File: src/rtl/uart_frame_rx_pkg.sv
// Shared types and constants for the uart_frame_rx serial frame receiver.
// Optional parity support is selected with the UART_FRAME_RX_PARITY_EN macro.
package uart_frame_rx_pkg;

    typedef enum logic [2:0] {
        IDLE,
        START,
        DATA,
        PARITY,
        STOP,
        WAIT_HIGH
    } rx_state_t;

    localparam logic [1:0] ADDR_DATA   = 2'd0;
    localparam logic [1:0] ADDR_STATUS = 2'd1;
    localparam logic [1:0] ADDR_CTRL   = 2'd2;
    localparam logic [1:0] ADDR_RSVD   = 2'd3;

    localparam int ST_NONEMPTY  = 0;
    localparam int ST_FULL      = 1;
    localparam int ST_OVR       = 2;
    localparam int ST_FERR      = 3;
    localparam int ST_PERR      = 4;
    localparam int ST_COUNT_LSB = 8;
    localparam int ST_COUNT_W   = 3;

    localparam int CTRL_EN     = 0;
    localparam int CTRL_IRQ_EN = 1;

`ifdef UART_FRAME_RX_PARITY_EN
    localparam int PARITY_BITS = 1;
`else
    localparam int PARITY_BITS = 0;
`endif

    // Serial bits per frame for the standard 16-bit link word.
    localparam int FRAME_LEN = 1 + 16 + PARITY_BITS + 1;

endpackage

File: src/rtl/uart_rx_fifo.sv
// Small synchronous FIFO for received words; reading while empty yields zero.
// A pop frees a slot in the same cycle, so push into a full FIFO succeeds when paired with a pop.
module uart_rx_fifo #(
    parameter int DATA_W = 16,
    parameter int DEPTH  = 4,
    localparam int AW    = $clog2(DEPTH),
    localparam int CW    = $clog2(DEPTH) + 1
) (
    input  logic              clk,
    input  logic              reset,
    input  logic              push,
    input  logic [DATA_W-1:0] push_data,
    input  logic              pop,
    output logic [DATA_W-1:0] head,
    output logic              full,
    output logic              empty,
    output logic [CW-1:0]     count
);

    logic [DATA_W-1:0] mem [DEPTH];
    logic [AW-1:0]     wr_ptr;
    logic [AW-1:0]     rd_ptr;
    logic              push_ok;
    logic              pop_ok;

    assign full    = (count == CW'(DEPTH));
    assign empty   = (count == '0);
    assign pop_ok  = pop && !empty;
    assign push_ok = push && (!full || pop_ok);
    assign head    = empty ? '0 : mem[rd_ptr];

    always_ff @(posedge clk) begin
        if (push_ok) begin
            mem[wr_ptr] <= push_data;
        end
    end

    // Pointers wrap naturally because DEPTH is a power of two.
    always_ff @(posedge clk) begin
        if (reset) begin
            wr_ptr <= '0;
            rd_ptr <= '0;
            count  <= '0;
        end else begin
            if (push_ok) begin
                wr_ptr <= wr_ptr + 1'b1;
            end
            if (pop_ok) begin
                rd_ptr <= rd_ptr + 1'b1;
            end
            count <= count + CW'(push_ok) - CW'(pop_ok);
        end
    end

endmodule

File: src/rtl/uart_frame_rx.sv
// Serial frame receiver: start bit, DATA_W bits MSB first, optional parity, stop bit.
// Parity is enabled by defining UART_FRAME_RX_PARITY_EN; words land in a FIFO read over the register bus.
module uart_frame_rx
    import uart_frame_rx_pkg::*;
#(
    parameter int DATA_W     = 16,
    parameter int BIT_CYCLES = 1,
    parameter int FIFO_DEPTH = 4
) (
    input  logic        clk,
    input  logic        reset,
    input  logic        rx,
    input  logic [1:0]  Address_u,
    input  logic        r,
    input  logic        w,
    input  logic [15:0] Data_in_u,
    output logic [15:0] Data_out_u,
    output logic        irq
);

    localparam int TW = (BIT_CYCLES > 1) ? $clog2(BIT_CYCLES) : 1;
    localparam int IW = (DATA_W > 1) ? $clog2(DATA_W) : 1;
    localparam int CW = $clog2(FIFO_DEPTH) + 1;
    localparam logic [TW-1:0] FULL_LOAD = TW'(BIT_CYCLES - 1);
    localparam logic [TW-1:0] HALF_LOAD = TW'((BIT_CYCLES - 1) / 2);

    logic rx_meta;
    logic rxs;
    logic rxd;

    rx_state_t         state;
    logic [TW-1:0]     timer;
    logic [IW-1:0]     bit_idx;
    logic [DATA_W-1:0] shift;
    logic              frame_perr;
    logic              tick;

    logic              ctrl_en;
    logic              ctrl_irq_en;
    logic              ovr;
    logic              ferr;
    logic              perr;

    logic              fifo_full;
    logic              fifo_empty;
    logic [CW-1:0]     fifo_count;
    logic [DATA_W-1:0] fifo_head;
    logic              pop;
    logic              push;
    logic              stop_hit;
    logic              ovr_set;
    logic              ferr_set;
    logic              perr_set;
    logic [2:0]        sclr;
    logic [15:0]       status_word;
    logic [15:0]       rd_value;
    logic              unused_data_in;

    // The start edge is detected on rxs while bits are sampled on rxd, one stage later,
    // so START can still re-check a start bit that lasts a single clock.
    always_ff @(posedge clk) begin
        if (reset) begin
            rx_meta <= 1'b1;
            rxs     <= 1'b1;
            rxd     <= 1'b1;
        end else begin
            rx_meta <= rx;
            rxs     <= rx_meta;
            rxd     <= rxs;
        end
    end

    assign tick     = (timer == '0);
    assign pop      = r && (Address_u == ADDR_DATA) && !fifo_empty;
    assign stop_hit = ctrl_en && (state == STOP) && tick;
    assign push     = stop_hit && rxd && !frame_perr && (!fifo_full || pop);
    assign ovr_set  = stop_hit && rxd && !frame_perr && fifo_full && !pop;
    assign ferr_set = stop_hit && !rxd;

`ifdef UART_FRAME_RX_PARITY_EN
    logic par_bad;
    assign par_bad  = ^{shift, rxd};
    assign perr_set = ctrl_en && (state == PARITY) && tick && par_bad;
`else
    assign perr_set = 1'b0;
`endif

    always_ff @(posedge clk) begin
        if (reset) begin
            state      <= IDLE;
            timer      <= '0;
            bit_idx    <= '0;
            shift      <= '0;
            frame_perr <= 1'b0;
        end else if (!ctrl_en) begin
            state <= IDLE;
            timer <= '0;
        end else begin
            timer <= tick ? FULL_LOAD : timer - 1'b1;
            case (state)
                IDLE: begin
                    if (!rxs) begin
                        state      <= START;
                        timer      <= HALF_LOAD;
                        frame_perr <= 1'b0;
                    end
                end
                START: begin
                    if (tick) begin
                        if (rxd) begin
                            state <= IDLE;
                        end else begin
                            state   <= DATA;
                            bit_idx <= IW'(DATA_W - 1);
                        end
                    end
                end
                DATA: begin
                    if (tick) begin
                        shift <= {shift[DATA_W-2:0], rxd};
                        if (bit_idx == '0) begin
`ifdef UART_FRAME_RX_PARITY_EN
                            state <= PARITY;
`else
                            state <= STOP;
`endif
                        end else begin
                            bit_idx <= bit_idx - 1'b1;
                        end
                    end
                end
`ifdef UART_FRAME_RX_PARITY_EN
                PARITY: begin
                    if (tick) begin
                        frame_perr <= par_bad;
                        state      <= STOP;
                    end
                end
`else
                PARITY: state <= IDLE;
`endif
                STOP: begin
                    if (tick) begin
                        // A start bit may already be on rxs when the stop bit is sampled
                        // on back-to-back frames at one clock per bit.
                        if (!rxd) begin
                            state <= WAIT_HIGH;
                        end else if (!rxs) begin
                            state      <= START;
                            timer      <= HALF_LOAD;
                            frame_perr <= 1'b0;
                        end else begin
                            state <= IDLE;
                        end
                    end
                end
                WAIT_HIGH: begin
                    if (rxd) begin
                        state <= IDLE;
                    end
                end
                default: state <= IDLE;
            endcase
        end
    end

    uart_rx_fifo #(
        .DATA_W (DATA_W),
        .DEPTH  (FIFO_DEPTH)
    ) u_fifo (
        .clk       (clk),
        .reset     (reset),
        .push      (push),
        .push_data (shift),
        .pop       (pop),
        .head      (fifo_head),
        .full      (fifo_full),
        .empty     (fifo_empty),
        .count     (fifo_count)
    );

    assign sclr = (w && !r && (Address_u == ADDR_STATUS)) ? Data_in_u[ST_PERR:ST_OVR] : 3'b000;
    assign unused_data_in = ^{Data_in_u[15:5]};

    // The count field is three bits wide; a full depth-8 FIFO is identified by the full bit.
    always_comb begin
        status_word = '0;
        status_word[ST_NONEMPTY] = !fifo_empty;
        status_word[ST_FULL]     = fifo_full;
        status_word[ST_OVR]      = ovr;
        status_word[ST_FERR]     = ferr;
        status_word[ST_PERR]     = perr;
        status_word[ST_COUNT_LSB +: ST_COUNT_W] = 3'(fifo_count);
    end

    always_comb begin
        rd_value = '0;
        case (Address_u)
            ADDR_DATA:   rd_value = 16'(fifo_head);
            ADDR_STATUS: rd_value = status_word;
            ADDR_CTRL:   rd_value = {14'b0, ctrl_irq_en, ctrl_en};
            ADDR_RSVD:   rd_value = '0;
            default:     rd_value = '0;
        endcase
    end

    // Sticky flags: a set event in the same cycle as a clear write wins.
    always_ff @(posedge clk) begin
        if (reset) begin
            ctrl_en     <= 1'b0;
            ctrl_irq_en <= 1'b0;
            ovr         <= 1'b0;
            ferr        <= 1'b0;
            perr        <= 1'b0;
            Data_out_u  <= '0;
            irq         <= 1'b0;
        end else begin
            ovr  <= ovr_set  | (ovr  & ~sclr[0]);
            ferr <= ferr_set | (ferr & ~sclr[1]);
            perr <= perr_set | (perr & ~sclr[2]);
            irq  <= ctrl_irq_en & !fifo_empty;
            if (r) begin
                Data_out_u <= rd_value;
            end else if (w && (Address_u == ADDR_CTRL)) begin
                ctrl_en     <= Data_in_u[CTRL_EN];
                ctrl_irq_en <= Data_in_u[CTRL_IRQ_EN];
            end
        end
    end

endmodule

File: config.mk
export PLATFORM = sky130hd
export DESIGN_NAME = uart_frame_rx
export DESIGN_NICKNAME = d
export VERILOG_FILES = /design/src/rtl/uart_frame_rx_pkg.sv /design/src/rtl/uart_rx_fifo.sv /design/src/rtl/uart_frame_rx.sv
export SDC_FILE = /design/constraint.sdc
export NUM_CORES = 1
export LEC_CHECK = 0
export CAP_MARGIN = 20
export CORE_MARGIN = 1
export CORE_UTILIZATION = 42
export DETAILED_ROUTE_END_ITERATION = 7
export SLEW_MARGIN = 10
export SYNTH_ARGS = -nofsm -noshare
export SYNTH_HDL_FRONTEND = slang
export SYNTH_SLANG_ARGS = --single-unit
File: constraint.sdc
create_clock -name clk -period 6.5 [get_ports clk]
set_clock_uncertainty 0.15 [all_clocks]
set_input_delay 0.65 -clock clk [delete_from_list [all_inputs] [get_ports clk]]
set_output_delay 0.65 -clock clk [all_outputs]
set_load 0.01 [all_outputs]
==> metrics.cfg, run 1 <==
[drt]
drtIter0Drc=208
via_count=2765
wl_um=8740
route.detailed.drc=0
first_pass_iters=4
postRouteAntennaNets=0
vias_per_cell=5.06
wl_per_cell_um=16.0

[critical_path]
max_stage_delay_ps=1030
critPathTopFamily=simple AND/OR/NAND/NOR gates
worst_path_max_delay_cell=clkdlybuf4s50_1
startpoint_type=input pin
required_ps=6600
worstSetupEndpointType=register
cp_data_arrival_time_ps=4130
crit_path_cell_trace=clkdlybuf4s50_1 -> or3b_1 -> nor2_2 -> ha_1 -> inv_1 -> ha_1 -> inv_1 -> fa_1 -> xor2_1 -> xnor2_1 -> nor2_1
crit_type=in2reg
crit_buf_inv=3
crit_fanout=27

[place]
gp_congestion=0.744
dp_slack_ps=2030
hpwl_um=5360
portBuffers=28

[clock_tree]
cts_buffer_depth=2
cts_tree=built
cts.clk_slew.worst_paths_ps=50
insertion_delay_ps=400
htreeDepth=4
hold_buffers=0
cts_resized=0
cts_root_buf=clkbuf_16
post-cts-setup-buffer-count=0
clock_sinks=122
cts_buffers=17

[synthesis]
yosysTopAreaCell=edfxtp_1
synth.area.top_cells=edfxtp_1 (40%), dfxtp_1 (24%), mux4_2 (7.1%), a21oi_1 (3.8%), nand2_1 (3.2%)
async_reset_ff_frac=0
avgSynthCellArea_um2=13.0
yosysSeqAreaShare=0.649
synth_commonest_cells=edfxtp_1 (64), dfxtp_1 (58), nand2_1 (40)
synth_top_area_frac=0.405
ys_warn_count=0
synth-seq-cells=122
synth_area_um2=4750
synthCells=366
ys_types=45
synth_most_common_cell=edfxtp_1
synthFlopType=edfxtp_1
synth_nets=397
synth-edff-count=64

[pwr]
leakage_nw=1.88
p_int_mw=1.41
netSwitchingFraction=0.187
power.share.sequential=0.465
p_per_area_nw_per_um2=305
ir_drop_mv=0.188
p_clk_frac=0.520
power.switching_mw=0.324
power_frac_comb=0.015

[hold_path]
min_path_type=reg2reg

[timing]
rsz0062_at_grt=false
finalSetupViolCount=0
hold_viol=0
slew_violations=0
setup_slack_ps=2470
fmaxAchievable_mhz=248
fin_tns_setup_ps=0
tightestPinTransition_ps=1040
fin_crit_sh=0.620
slew_headroom=0.309
fin_crit_ps=4030

[global_routing]
grt_max_degree=54
grt_first_pass_wirelength_um=14300
grt_pass1_vias=2751
grt_antenna_before_repair=0
overflow=0
grt_usage=0.170

[floorplanning]
start_util=0.434
fp.dieW_um=108
die_height_um=108
ioPinCount=40
row_count=38
core-area_um2=10900
dieArea_um2=11700

[cells_and_area]
syn2layout_area_growth_pct=19.8
multiInputGateArea_um2=1540
nNetsFinal=425
fin_util=0.520
fill_cells=959
regArea_um2=3080
antennaDiodeCount=0
drive_gt1_frac=0.131

[run]
cap_viol_max_count=0

[run_status]
status=finished, final reports clean

[worst reg2reg max path, cell delays in order, from the launching register on]
cell     delay, ps
dfxtp_1        490
nor3_1         170
nor2_2         570
ha_1           360
inv_1           50
ha_1           130
inv_1           50
fa_1           370
xor2_1         170
xnor2_1        130
nor2_1          50
[final timing paths]
check | startpoint | to | slack [ps] | cells after the start
max | r | u_fifo.count[2]$_SDFF_PP0_ | 2470 | 11
min | rx_meta$_SDFF_PP1_ | rxs$_SDFF_PP1_ | 250 | 1
max reg2reg | u_fifo.count[1]$_SDFF_PP0_ | u_fifo.count[2]$_SDFF_PP0_ | 3670 | 10
min reg2reg | rx_meta$_SDFF_PP1_ | rxs$_SDFF_PP1_ | 250 | 1
[power groups by stage]
stage	Combinational [mW]	Clock, mW	Sequential (mW)
after floorplan	0.0140	0	0.823
after global placement	0.0253	0	0.823
after detailed placement	0.0257	0	0.823
after CTS	0.0258	0.918	0.807
after global routing	0.0283	0.950	0.807
final	0.0256	0.901	0.807
[area by class of cell]
cell class	instances	area share
multi-input cells	213	0.270
repair buffers	30	0.0510
well taps	140	0.0308
clock buffers	20	0.0768
inverters	10	0.00660
clock inverters	11	0.0231
flip-flops and latches	122	0.542
[logic make-up after synthesis]
family | after synthesis | share of synthesized area
AND/OR/NAND/NOR | 122 | 0.130
buffers and inverters | 31 | 0.0290
multiplexers | 20 | 0.0817
adder cells (fa/ha/maj) | 8 | 0.0227
XOR/XNOR | 6 | 0.0111
flip-flops | 122 | 0.649
AO/OA/AOI/OAI | 57 | 0.0767
[cells in the final DEF (no fill, tap or decap), drive strengths merged, types with 3 or more instances in the layout]
| cell type | n |
|---|---|
| edfxtp | 64 |
| dfxtp | 58 |
| nand2 | 40 |
| a21oi | 36 |
| nor2 | 33 |
| clkdlybuf4s50 | 27 |
| clkbuf | 20 |
| mux4 | 15 |
| nor2b | 13 |
| inv | 10 |
| ha | 7 |
| nor3 | 6 |
| a31oi | 6 |
| clkinv | 6 |
| nand3b | 5 |
| mux2i | 5 |
| and2 | 4 |
| xnor2 | 4 |
| nor3b | 4 |
| or3b | 4 |
| and2b | 3 |
| or2 | 3 |
| bufinv | 3 |
| nor4bb | 3 |
| buf | 3 |
[layer usage]
metal | wire (µm) | GRT usage | part of all wire
met5 | 0 | 0 | 0
met4 | 127 | 0.0811 | 0.015
met3 | 308 | 0.0549 | 0.035
met2 | 4140 | 0.263 | 0.47
met1 | 4170 | 0.216 | 0.48
[sequential cells by signal, summed over array words and instances, names as in the netlist, 2 cells and up, named ones only]
register / count
u_fifo.count: 3
Data_out_u: 16
u_fifo.rd_ptr: 2
u_fifo.mem: 64
bit_idx: 4
state: 3
u_fifo.wr_ptr: 2
shift: 16
[through the flow]
step	std cells	cell area, µm²	power [mW]	hold WS (ps)
after CTS	546	5690	1.75	253
after global routing	546	5690	1.79	298
after floorplan	366	4750	0.837	239
after global placement	515	5120	0.848	244
after detailed placement	515	5120	0.848	243
final	546	5690	1.73	253
Note: power is estimated with default switching activity, not from simulation.
==> run 2: changes to the inputs <==
clock period = 3.9 ns   (was 6.5 ns; I/O delays follow)
==> metrics.cfg, run 2 (synthesis results as in run 1) <==
[timing]
fmaxAchievable_mhz=353
hold_viol=0
slew_violations=0
tightestPinTransition_ps=925
fin_crit_ps=2830
fin_crit_sh=0.726
fin_tns_setup_ps=0
finalSetupViolCount=0
rsz0062_at_grt=false
slew_headroom=0.383

[critical_path]
crit_type=in2reg
worst_path_max_delay_cell=or3b_1
required_ps=4040
crit_fanout=8
worstSetupEndpointType=register
cp_data_arrival_time_ps=2970
max_stage_delay_ps=540
startpoint_type=input pin
crit_path_cell_trace=clkdlybuf4s50_1 -> or3b_1 -> a311oi_4 -> ha_1 -> inv_1 -> fa_1 -> xor2_1 -> xnor2_1 -> nor2_1

[floorplanning]
fp.dieW_um=108
start_util=0.434
ioPinCount=40
dieArea_um2=11700
row_count=38
core-area_um2=10900
die_height_um=108

[drt]
route.detailed.drc=0
via_count=2802
wl_um=8950
wl_per_cell_um=16.1
first_pass_iters=4
drtIter0Drc=239
vias_per_cell=5.05
postRouteAntennaNets=0

[clock_tree]
cts_buffer_depth=2
cts_root_buf=clkbuf_16
clock_sinks=122
cts_buffers=17
htreeDepth=4
insertion_delay_ps=410
cts_resized=0
cts.clk_slew.worst_paths_ps=60
post-cts-setup-buffer-count=0
cts_tree=built
hold_buffers=0

[pwr]
power.share.sequential=0.426
ir_drop_mv=0.352
p_clk_frac=0.560
power_frac_comb=0.014
leakage_nw=1.97
power.switching_mw=0.592
p_per_area_nw_per_um2=539
netSwitchingFraction=0.188
p_int_mw=2.56

[cells_and_area]
largest_register_ffs=64
drive_gt1_frac=0.161
reg_top3=u_fifo.mem: 64 flops, Data_out_u: 16 flops, shift: 16 flops
antennaDiodeCount=0
final_cell_mix=edfxtp_1 (64), dfxtp_1 (58), nand2_1 (40)
regArea_um2=3080
multiInputGateArea_um2=1540
regMostFlops=u_fifo.mem
fill_cells=902
syn2layout_area_growth_pct=23.3
nNetsFinal=433
fin_area_um2=5850
final_common_cell=edfxtp_1

[place]
place_area_um2=5180
hpwl_um=5480
gp_congestion=0.729
portBuffers=28

[run]
cap_viol_max_count=0

[global_routing]
grt_first_pass_wirelength_um=14700
overflow=0
grt_max_degree=35
grt_antenna_before_repair=0
grt_usage=0.174
grt_pass1_vias=2814

[hold_path]
min_path_type=in2reg

[run_status]
status=finished, final reports clean

run 2: cell count changes in the layout (fill, tap and decap cells not counted):
cell | before | now
buf_4 | 2 | 10
bufinv_16 | 3 | 6
clkbuf_1 | 3 | 1
clkinv_1 | 3 | 0
clkinv_2 | 3 | 1
clkinv_4 | 0 | 4
inv_6 | 0 | 1
run 2: path summary, 6_finish.rpt:
kind                            from                         end  slack, ps  cells past startpoint
setup / recovery        Address_u[1]  u_fifo.count[2]$_SDFF_PP0_       1070                      9
setup reg to reg      rxd$_SDFF_PP1_  u_fifo.count[2]$_SDFF_PP0_       1310                      8
hold / removal                 reset  u_fifo.count[2]$_SDFF_PP0_        210                      2
hold reg to reg   rx_meta$_SDFF_PP1_              rxs$_SDFF_PP1_        260                      1
run 2: layout make-up:
class	instances	area share
timing repair buffer	38	0.0598
clock buffer	18	0.0733
clock inverter	14	0.0417
inverter	10	0.00641
sequential	122	0.527
tap	140	0.0299
multi-input combinational	213	0.262
run 2: power by group through the flow:
| stage | Clock, mW | Sequential, mW | Combinational [mW] |
|---|---|---|---|
| 2_1_floorplan | 0 | 1.37 | 0.0234 |
| 3_3_place_gp | 0 | 1.37 | 0.0440 |
| 3_5_place_dp | 0 | 1.37 | 0.0446 |
| 4_1_cts | 1.79 | 1.34 | 0.0448 |
| 5_1_grt | 1.85 | 1.34 | 0.0490 |
| 6_report | 1.77 | 1.34 | 0.0446 |
run 2: per-layer routing:
layer,global-route usage,wire length [µm]
met1,0.221,4350
met2,0.269,4160
met3,0.0633,330
met4,0.0705,108
met5,0,0
run 2: critical path, delay by kind of cell:
kind                     cells  cell delay (ps)
AO/OA/AOI/OAI                1              530
XOR/XNOR                     2              300
adder cells (fa/ha/maj)      2              590
buffers and inverters        2              580
AND/OR/NAND/NOR              2              590
run 2: through the flow:
| step | std cells | power, mW | hold slack [ps] | setup WS (ps) | utilization |
|---|---|---|---|---|---|
| final | 555 | 3.16 | 214 | 1070 | 0.535 |
| after global routing | 555 | 3.25 | 217 | 926 | 0.535 |
| after CTS | 555 | 3.18 | 204 | 1100 | 0.535 |
| after detailed placement | 523 | 1.42 | 242 | 697 | 0.474 |
| after global placement | 523 | 1.41 | 243 | 724 | 0.474 |
| after floorplan | 366 | 1.39 | 239 | 1070 | - |
